## config.mk

```make
export PLATFORM = sky130hd
export DESIGN_NAME = tone_gen
export DESIGN_NICKNAME = d
export VERILOG_FILES = /design/src/rtl/tone_gen.sv
export SDC_FILE = /design/constraint.sdc
export NUM_CORES = 1
export LEC_CHECK = 0
export CORE_MARGIN = 2
export CORE_UTILIZATION = 45
export DETAILED_ROUTE_END_ITERATION = 7
export GPL_ROUTABILITY_DRIVEN = 0
export PLACE_DENSITY = 0.58
export RECOVER_POWER = 100
export REMOVE_ABC_BUFFERS = 1
export SETUP_SLACK_MARGIN = 0.2
export SYNTH_ARGS = -nofsm -noshare
export SYNTH_HDL_FRONTEND = slang
export SYNTH_SLANG_ARGS = --single-unit
```

## constraint.sdc

```tcl
create_clock -name clk -period 4.5 [get_ports clk]
set_input_delay 1.35 -clock clk [delete_from_list [all_inputs] [get_ports clk]]
set_output_delay 1.35 -clock clk [all_outputs]
set_load 0.02 [all_outputs]
```

## src/rtl/tone_gen.sv

```systemverilog
// tone_gen: NUM_CH independent rectangular-wave channels with double-buffered period/duty.
// Define TONE_GEN_WRAP_EN to add the per-channel `wrap` boundary pulse output.

module tone_ch #(
  parameter int WIDTH = 16
) (
  input  logic             clk,
  input  logic             reset,
  input  logic             en,
  input  logic             we,
  input  logic             sel,
  input  logic [WIDTH-1:0] data,
  output logic             out
`ifdef TONE_GEN_WRAP_EN
  ,
  output logic             wrap
`endif
);
  logic [WIDTH-1:0] pp, pd, p, d, cnt;
  logic             run, at_end;

  assign run    = (p != '0) && en;
  assign at_end = (cnt == p - WIDTH'(1));

  always_ff @(posedge clk) begin
    if (reset) begin
      pp  <= '0;
      pd  <= '0;
      p   <= '0;
      d   <= '0;
      cnt <= '0;
      out <= 1'b0;
    end else begin
      if (we && !sel) pp <= data;
      if (we && sel)  pd <= data;
      // Idle channels track the shadows every cycle; running ones only at the wrap edge.
      if (p == '0) begin
        p   <= pp;
        d   <= pd;
        cnt <= '0;
      end else if (en) begin
        if (at_end) begin
          cnt <= '0;
          p   <= pp;
          d   <= pd;
        end else begin
          cnt <= cnt + WIDTH'(1);
        end
      end
      out <= run && (cnt < d);
    end
  end

`ifdef TONE_GEN_WRAP_EN
  always_ff @(posedge clk) begin
    if (reset) wrap <= 1'b0;
    else       wrap <= run && at_end;
  end
`endif

endmodule

module tone_gen #(
  parameter int WIDTH  = 16,
  parameter int NUM_CH = 4,
  parameter int CHW    = (NUM_CH > 1) ? $clog2(NUM_CH) : 1
) (
  input  logic              clk,
  input  logic              reset,
  input  logic              en,
  input  logic              wr_en,
  input  logic [CHW-1:0]    wr_addr,
  input  logic              wr_sel,
  input  logic [WIDTH-1:0]  wr_data,
  output logic [NUM_CH-1:0] out
`ifdef TONE_GEN_WRAP_EN
  ,
  output logic [NUM_CH-1:0] wrap
`endif
);
  typedef struct packed {
    logic             vld;
    logic             sel;
    logic [CHW-1:0]   addr;
    logic [WIDTH-1:0] data;
  } wr_req_t;

  wr_req_t           req;
  logic [NUM_CH-1:0] we;

  assign req = '{vld: wr_en, sel: wr_sel, addr: wr_addr, data: wr_data};

  // Full-width address compare, so out-of-range addresses never alias onto a channel.
  for (genvar i = 0; i < NUM_CH; i++) begin : g_ch
    assign we[i] = req.vld && (req.addr == CHW'(i));
    tone_ch #(.WIDTH(WIDTH)) u_ch (
      .clk  (clk),
      .reset(reset),
      .en   (en),
      .we   (we[i]),
      .sel  (req.sel),
      .data (req.data),
      .out  (out[i])
`ifdef TONE_GEN_WRAP_EN
      ,
      .wrap (wrap[i])
`endif
    );
  end

endmodule
```

# Word level (Yosys, flattened, before mapping)

Cells that the tools add are included.

Bits in registers: 324
Word-level logic and storage cells: 117
Output and inout bits: 4
Bits in writable memories: 0
Bits in latches: 0
Memories: 0
Bits in read-only memories: 0

Eq/ne operators: 7
Bitwise operators: 0
Multiply operators: 0
Divide/modulo/power cells: 0
Reduce and logical (&&, ||, !) cells: 46
$add $sub $neg: 8
Shift-type cells: 0
Multiplexer cells: 28
Magnitude comparators: 4

Operators by type and width:

| cell                                                                   | number |
|---|---|
| 16-bit two-way mux                                                     | 28 |
| 16-bit by 1-bit adder with 16-bit output (second input constant)       | 4 |
| 16-bit equality test                                                   | 4 |
| 16-bit zero test                                                       | 4 |
| 16-bit less-than comparator                                            | 4 |
| 16-bit nonzero test                                                    | 4 |
| 16-bit by 1-bit subtractor with 16-bit output (second input constant)  | 4 |
| 1-bit logical AND                                                      | 20 |
| 2-bit nonzero test                                                     | 8 |
| 2-bit AND reduction                                                    | 4 |
| 2-bit OR reduction                                                     | 4 |
| 2-bit equality test (second input constant)                            | 2 |
| 2-bit by 1-bit equality test with 1-bit output (second input constant) | 1 |
| 2-bit zero test                                                        | 1 |
| 1-bit zero test                                                        | 1 |

# Logic depth before layout (Yosys ltp)

Depth after elaboration: 5
Depth in mapped cells: 12

# Hierarchy

From an unflattened synthesis, not the netlist that was laid out.

Cells, all modules: 2,088
Area total of the unflattened synthesis: 17,068.9 sq um

By module, submodules not included:

| module   | times used | seq. area each (sq um) | cells each | area each (sq um) |
|---|---|---|---|---|
| tone_ch  | 4          | 1,621.6                | 521        | 4,257.8 |
| tone_gen | 1          | 0.0                    | 4          | 37.5 |

# Worst setup path after synthesis

No wires, ideal clock.

Kind: reg-to-reg
From: reg g_ch[2].u_ch.p[0]
To: reg g_ch[2].u_ch.cnt[10]
Arrival time: 2.730 ns
Slack: 1.653 ns
Stages on the path, launching flop included: 11
Path buffers: 1
Required time: 4.383 ns
Cells stage by stage: dfxtp_1 > inv_1 > ha_1 > nor3b_1 > and4b_1 > nor4bb_1 > o32ai_1 > or4_1 > nand2_1 > buf_2 > nor2_1

Word-level cells in the longest chain between the ends: 3
Elaborated cells on any way between the ends: 5
Those cells by class: 1 x add/sub; 1 x eq/ne; 1 x mux; 2 x reduce/logical

Ends and longest elaborated chain:

| element                                       | line | text |
|---|---|---|
| start, declared                               | 19   | `logic [WIDTH-1:0] pp, pd, p, d, cnt;` |
| start signal, assigned                        | 38   | `p <= pp;` |
| start signal, assigned                        | 44   | `p <= pp;` |
| 16-bit by 1-bit subtractor with 16-bit output | 23   | `assign at_end = (cnt == p - WIDTH'(1));` |
| 16-bit equality test                          | 23   |  |
| 16-bit two-way mux                            | 42   | `if (at_end) begin` |
| end signal, assigned                          | 47   | `cnt <= cnt + WIDTH'(1);` |
| end, declared                                 | 19   |  |

Several ways; a longest one is shown, not always the timed one.
A chain may end at the register's enable or synchronous reset.

# Worst setup path after layout

From: reg g_ch[2].u_ch.p[0]
To: reg g_ch[2].u_ch.p[4]

Word-level cells in the longest chain between the ends: 4
Elaborated cells on any way between the ends: 7
Those cells by class: 1 x add/sub; 1 x eq/ne; 1 x mux; 4 x reduce/logical

Ends and longest elaborated chain:

| element                                       | line |
|---|---|
| 16-bit by 1-bit subtractor with 16-bit output | 23 |
| 16-bit equality test                          | 23 |
| 2-bit nonzero test (no line)                  | - |
| 2-bit AND reduction (no line)                 | - |

Several ways; a longest one is shown, not always the timed one.

==> qor.csv <==
stage,metric,value,unit
routing,Starting DRT DRC Count,901,
logic_synthesis,count of different cell masters after synthesis,82,
sta,slew at the pin closest to its max-slew limit,1.47,ns
setup_path,Worst Setup SP,g_ch[2].u_ch.p[0]$_SDFFE_PP0P_,
sta,RSZ-0062 raised after global routing,false,
logic_synthesis,Post-synth top flop,dfxtp_1,
sta,Final setup viols,0,
final_layout,"commonest non-fill, non-tap cells in the layout","nand2_1 (525), dfxtp_1 (324), a21oi_1 (153)",
floorplan,die width,195,µm
grt,All-Layer GR Usage,22.3,%
power,Pwr Total,6.50,mW
clock_network,post-CTS setup buffer count,0,
clock_network,clk sinks,324,
hold_path,Tightest Hold Check Type,reg -> reg,
logic_synthesis,post-synthesis async set-or-reset flop share,0,%
final_layout,nets@finish,2065,
clock_network,hold_buf cts,0,
clock_network,root buffer cell,clkbuf_16,
setup_path,WP data required,4.87,ns
floorplan,io pins,27,
logic_synthesis,Synth top area share,39.7,%
power,VDD IR max,0.262,mV
logic_synthesis,sequential area share after synthesis,39.7,%
clock_network,Bufs on Longest Clock Path,3,
clock_network,TritonCTS clock tree,built,
logic_synthesis,Post-synth EDFFs,0,
hold_path,hold_sp,g_ch[3].u_ch.pd[4]$_SDFFE_PP0P_,
logic_synthesis,multiplexer share of the synthesized area,6.50,%
clock_network,cts repair resizes,0,
power,LEAKAGE,6.37,nW
setup_path,Crit Path Category,reg -> reg,
setup_path,reg2reg path depth,11,
grt,largest net degree at the start of global routing,126,
grt,GRT Residual Overflow,0,
floorplan,num rows,69,
power,Int Power,4.88,mW
final_layout,Final Core Density,50.3,%
routing,DR WL/cell,17.0,µm
logic_synthesis,"area leader, netlist",dfxtp_1,
clock_network,clk_lat worst skew,0.51,ns
power,sequential power share,45.4,%
place,half-perimeter wire length after placement,28100,µm
logic_synthesis,Synth Warn #,0,
setup_path,Worst EP arrival,4.21,ns
power,Comb power frac,10.0,%
routing,first-pass detailed-route iteration total,8,
final_layout,share of cells above drive strength 1,4.80,%
setup_path,Critical Path Source Type,register,
logic_synthesis,Compound-Gate Fraction of Synth Area,12.6,%
power,Cell Pwr Density,362,nW/µm²
logic_synthesis,Post-Syn Instances,2005,
final_layout,final cell count without fillers,2460,
clock_network,TritonCTS Buffers,37,
final_layout,design area,18000,µm²
grt,first-pass GRT wire length,68600,µm
routing,via/cell ratio,5.46,
logic_synthesis,simple-gate share of the synthesized area,24.1,%
floorplan,Core Box Area,35700,µm²
sta,worst rel slew slack,1.71,%
routing,drt drc,1,
place,placed cells,2396,
setup_path,R2R setup slack,0.66,ns
routing,DRT Wirelength,41800,µm
setup_path,"critical path fanouts, max",19,
clock_network,clk slew on worst S/H paths,0.06,ns
logic_synthesis,"FF+latch count, synth",324,
job,number of max-cap violations,0,
logic_synthesis,XOR/XNOR Fraction of Synth Area,6.79,%
logic_synthesis,Synth area leaders,"dfxtp_1 (40%), nand2_1 (12%), mux2i_1 (6.5%)",
floorplan,Die H,195,µm
sta,final period utilization,85.4,%
place,placed cell area,16800,µm²
final_layout,"commonest non-fill, non-tap cell in the layout",nand2_1,
power,clock network fraction of total power,44.6,%
final_layout,synthesis-to-layout area growth,9.92,%
routing,Post-DRT Antenna Nets,0,
logic_synthesis,largest family of logic cells by synthesized area,simple AND/OR/NAND/NOR gates,
run_status,status,finished with violations,
sta,max-slew violation count,0,
power,switching share of power,25.0,%
grt,initial antenna violation count,1,
place,Port Buffers,26,
logic_synthesis,adder-cell share of the synthesized area,5.21,%
logic_synthesis,post-synthesis instance area,16300,µm²
floorplan,Initial Utilization,45.8,%
clock_network,# H-tree levels,2,
routing,DR vias,13400,
setup_path,CP Capture Type,register,
run_status,failing checks,design-rule violations,
setup_path,worst r2r dst,g_ch[2].u_ch.p[4]$_SDFFE_PP0P_,
power,Net Sw Power,1.62,mW
floorplan,full die area,37800,µm²
sta,Fmax achieved,260,MHz
setup_path,worst r2r src,g_ch[2].u_ch.p[0]$_SDFFE_PP0P_,
grt,number of global-route vias before repair,12700,
logic_synthesis,Mapped Avg Cell Area,8.14,µm²
sta,Clock Skews,0.0151,ns
sta,Hold Fails Final Rpt,0,
sta,Final min period,3.84,ns
setup_path,CP Capture Point,g_ch[2].u_ch.p[4]$_SDFFE_PP0P_,
final_layout,Fill cells,3486,
Yosys cell counts, types with 6 or more instances:
library cell,n
mux2i_1,106
or4_1,7
and3_1,22
buf_6,7
nor2b_1,16
nand2_1,524
o41ai_1,17
nand4b_1,6
clkbuf_2,12
xnor2_1,57
o2111ai_1,7
a211oi_1,11
o21ai_0,19
nand4_1,31
nor3_1,26
buf_1,7
nor3b_1,11
or3_1,8
dfxtp_1,324
nand2b_1,11
nand3b_1,7
buf_2,10
nor2_1,103
o21ai_1,10
nand3_1,49
o211ai_1,24
clkbuf_1,79
ha_1,68
a31oi_1,7
nor4_1,17
xor2_1,67
a21o_1,26
inv_1,73
a21oi_1,153
critical path, cell delays in order (launching register included):
cell and delay, ns:
dfxtp_1 0.34, inv_1 0.09, ha_1 0.23, nor3b_1 0.22
clkbuf_1 0.30, and4b_1 0.31, nor4bb_1 0.30, o32ai_1 0.15
nor4_1 0.54, clkbuf_1 0.75, nor2_4 0.27, mux2i_1 0.19
routing by layer:
layer	vias up	track usage [%]	part of all wire, %
met4	2	5.67	2.0
li1	6787	-	-
met2	242	36.7	46
met3	59	3.24	4.5
met5	-	0	0.022
met1	6336	30.7	48
power by group through the flow:
stage | Clock, mW | Combinational (mW) | Sequential [mW]
after global routing | 3.09 | 0.713 | 2.96
after global placement | 0 | 0.648 | 3.01
after detailed placement | 0 | 0.657 | 3.02
after floorplan | 0 | 0.436 | 3.01
after CTS | 2.95 | 0.659 | 2.95
final | 2.90 | 0.651 | 2.95
cell families (layout without fill, tap and decap cells):
logic type | count (synthesis) | count (layout)
AO/OA/AOI/OAI | 319 | 319
XOR/XNOR | 125 | 125
adder cells (fa/ha/maj) | 68 | 68
buffers and inverters | 194 | 187
flip-flops | 324 | 324
multiplexers | 106 | 106
other | 0 | 1
AND/OR/NAND/NOR | 869 | 869
sequential cells by signal, indices dropped and copies added (netlist names):
name,count
g_ch.u_ch.d,64
g_ch.u_ch.cnt,64
g_ch.u_ch.p,64
g_ch.u_ch.out,4
g_ch.u_ch.pp,64
g_ch.u_ch.pd,64
through the flow:
stage / hold WS (ns) / worst slack [ns] / setup TNS (ns)
floorplan: 0.429 / -1.22 / -125.93
global placement: 0.438 / 0.922 / 0
detailed placement: 0.443 / 0.904 / 0
CTS: 0.452 / 1.10 / 0
global route: 0.466 / 0.395 / 0
finish: 0.445 / 0.655 / 0
layout make-up:
class	instances	area [µm²]	share of cell area [%]
Multi-Input combinational cell	1487	9010	50.2
Sequential cell	324	6490	36.1
Clock buffer	53	1050	5.83
Tap cell	461	577	3.21
Timing Repair Buffer	49	432	2.40
Inverter	75	287	1.60
Clock inverter	10	108	0.599
Antenna cell	1	2.50	0.0139
worst min path at each step:
| stage | endpoint | slack, ns | depth (start not counted) |
|---|---|---|---|
| floorplan | g_ch[0].u_ch.p[15]$_SDFFE_PP0P_ | 0.43 | 2 |
| finish | g_ch[3].u_ch.d[4]$_SDFFE_PP0P_ | 0.44 | 2 |
| detailed placement | g_ch[1].u_ch.p[13]$_SDFFE_PP0P_ | 0.44 | 2 |
| CTS | g_ch[2].u_ch.p[12]$_SDFFE_PP0P_ | 0.45 | 2 |
| global placement | g_ch[1].u_ch.p[13]$_SDFFE_PP0P_ | 0.44 | 2 |
| global route | g_ch[0].u_ch.pd[11]$_SDFFE_PP0P_ | 0.47 | 2 |
Note: power is estimated with default switching activity, not from simulation.
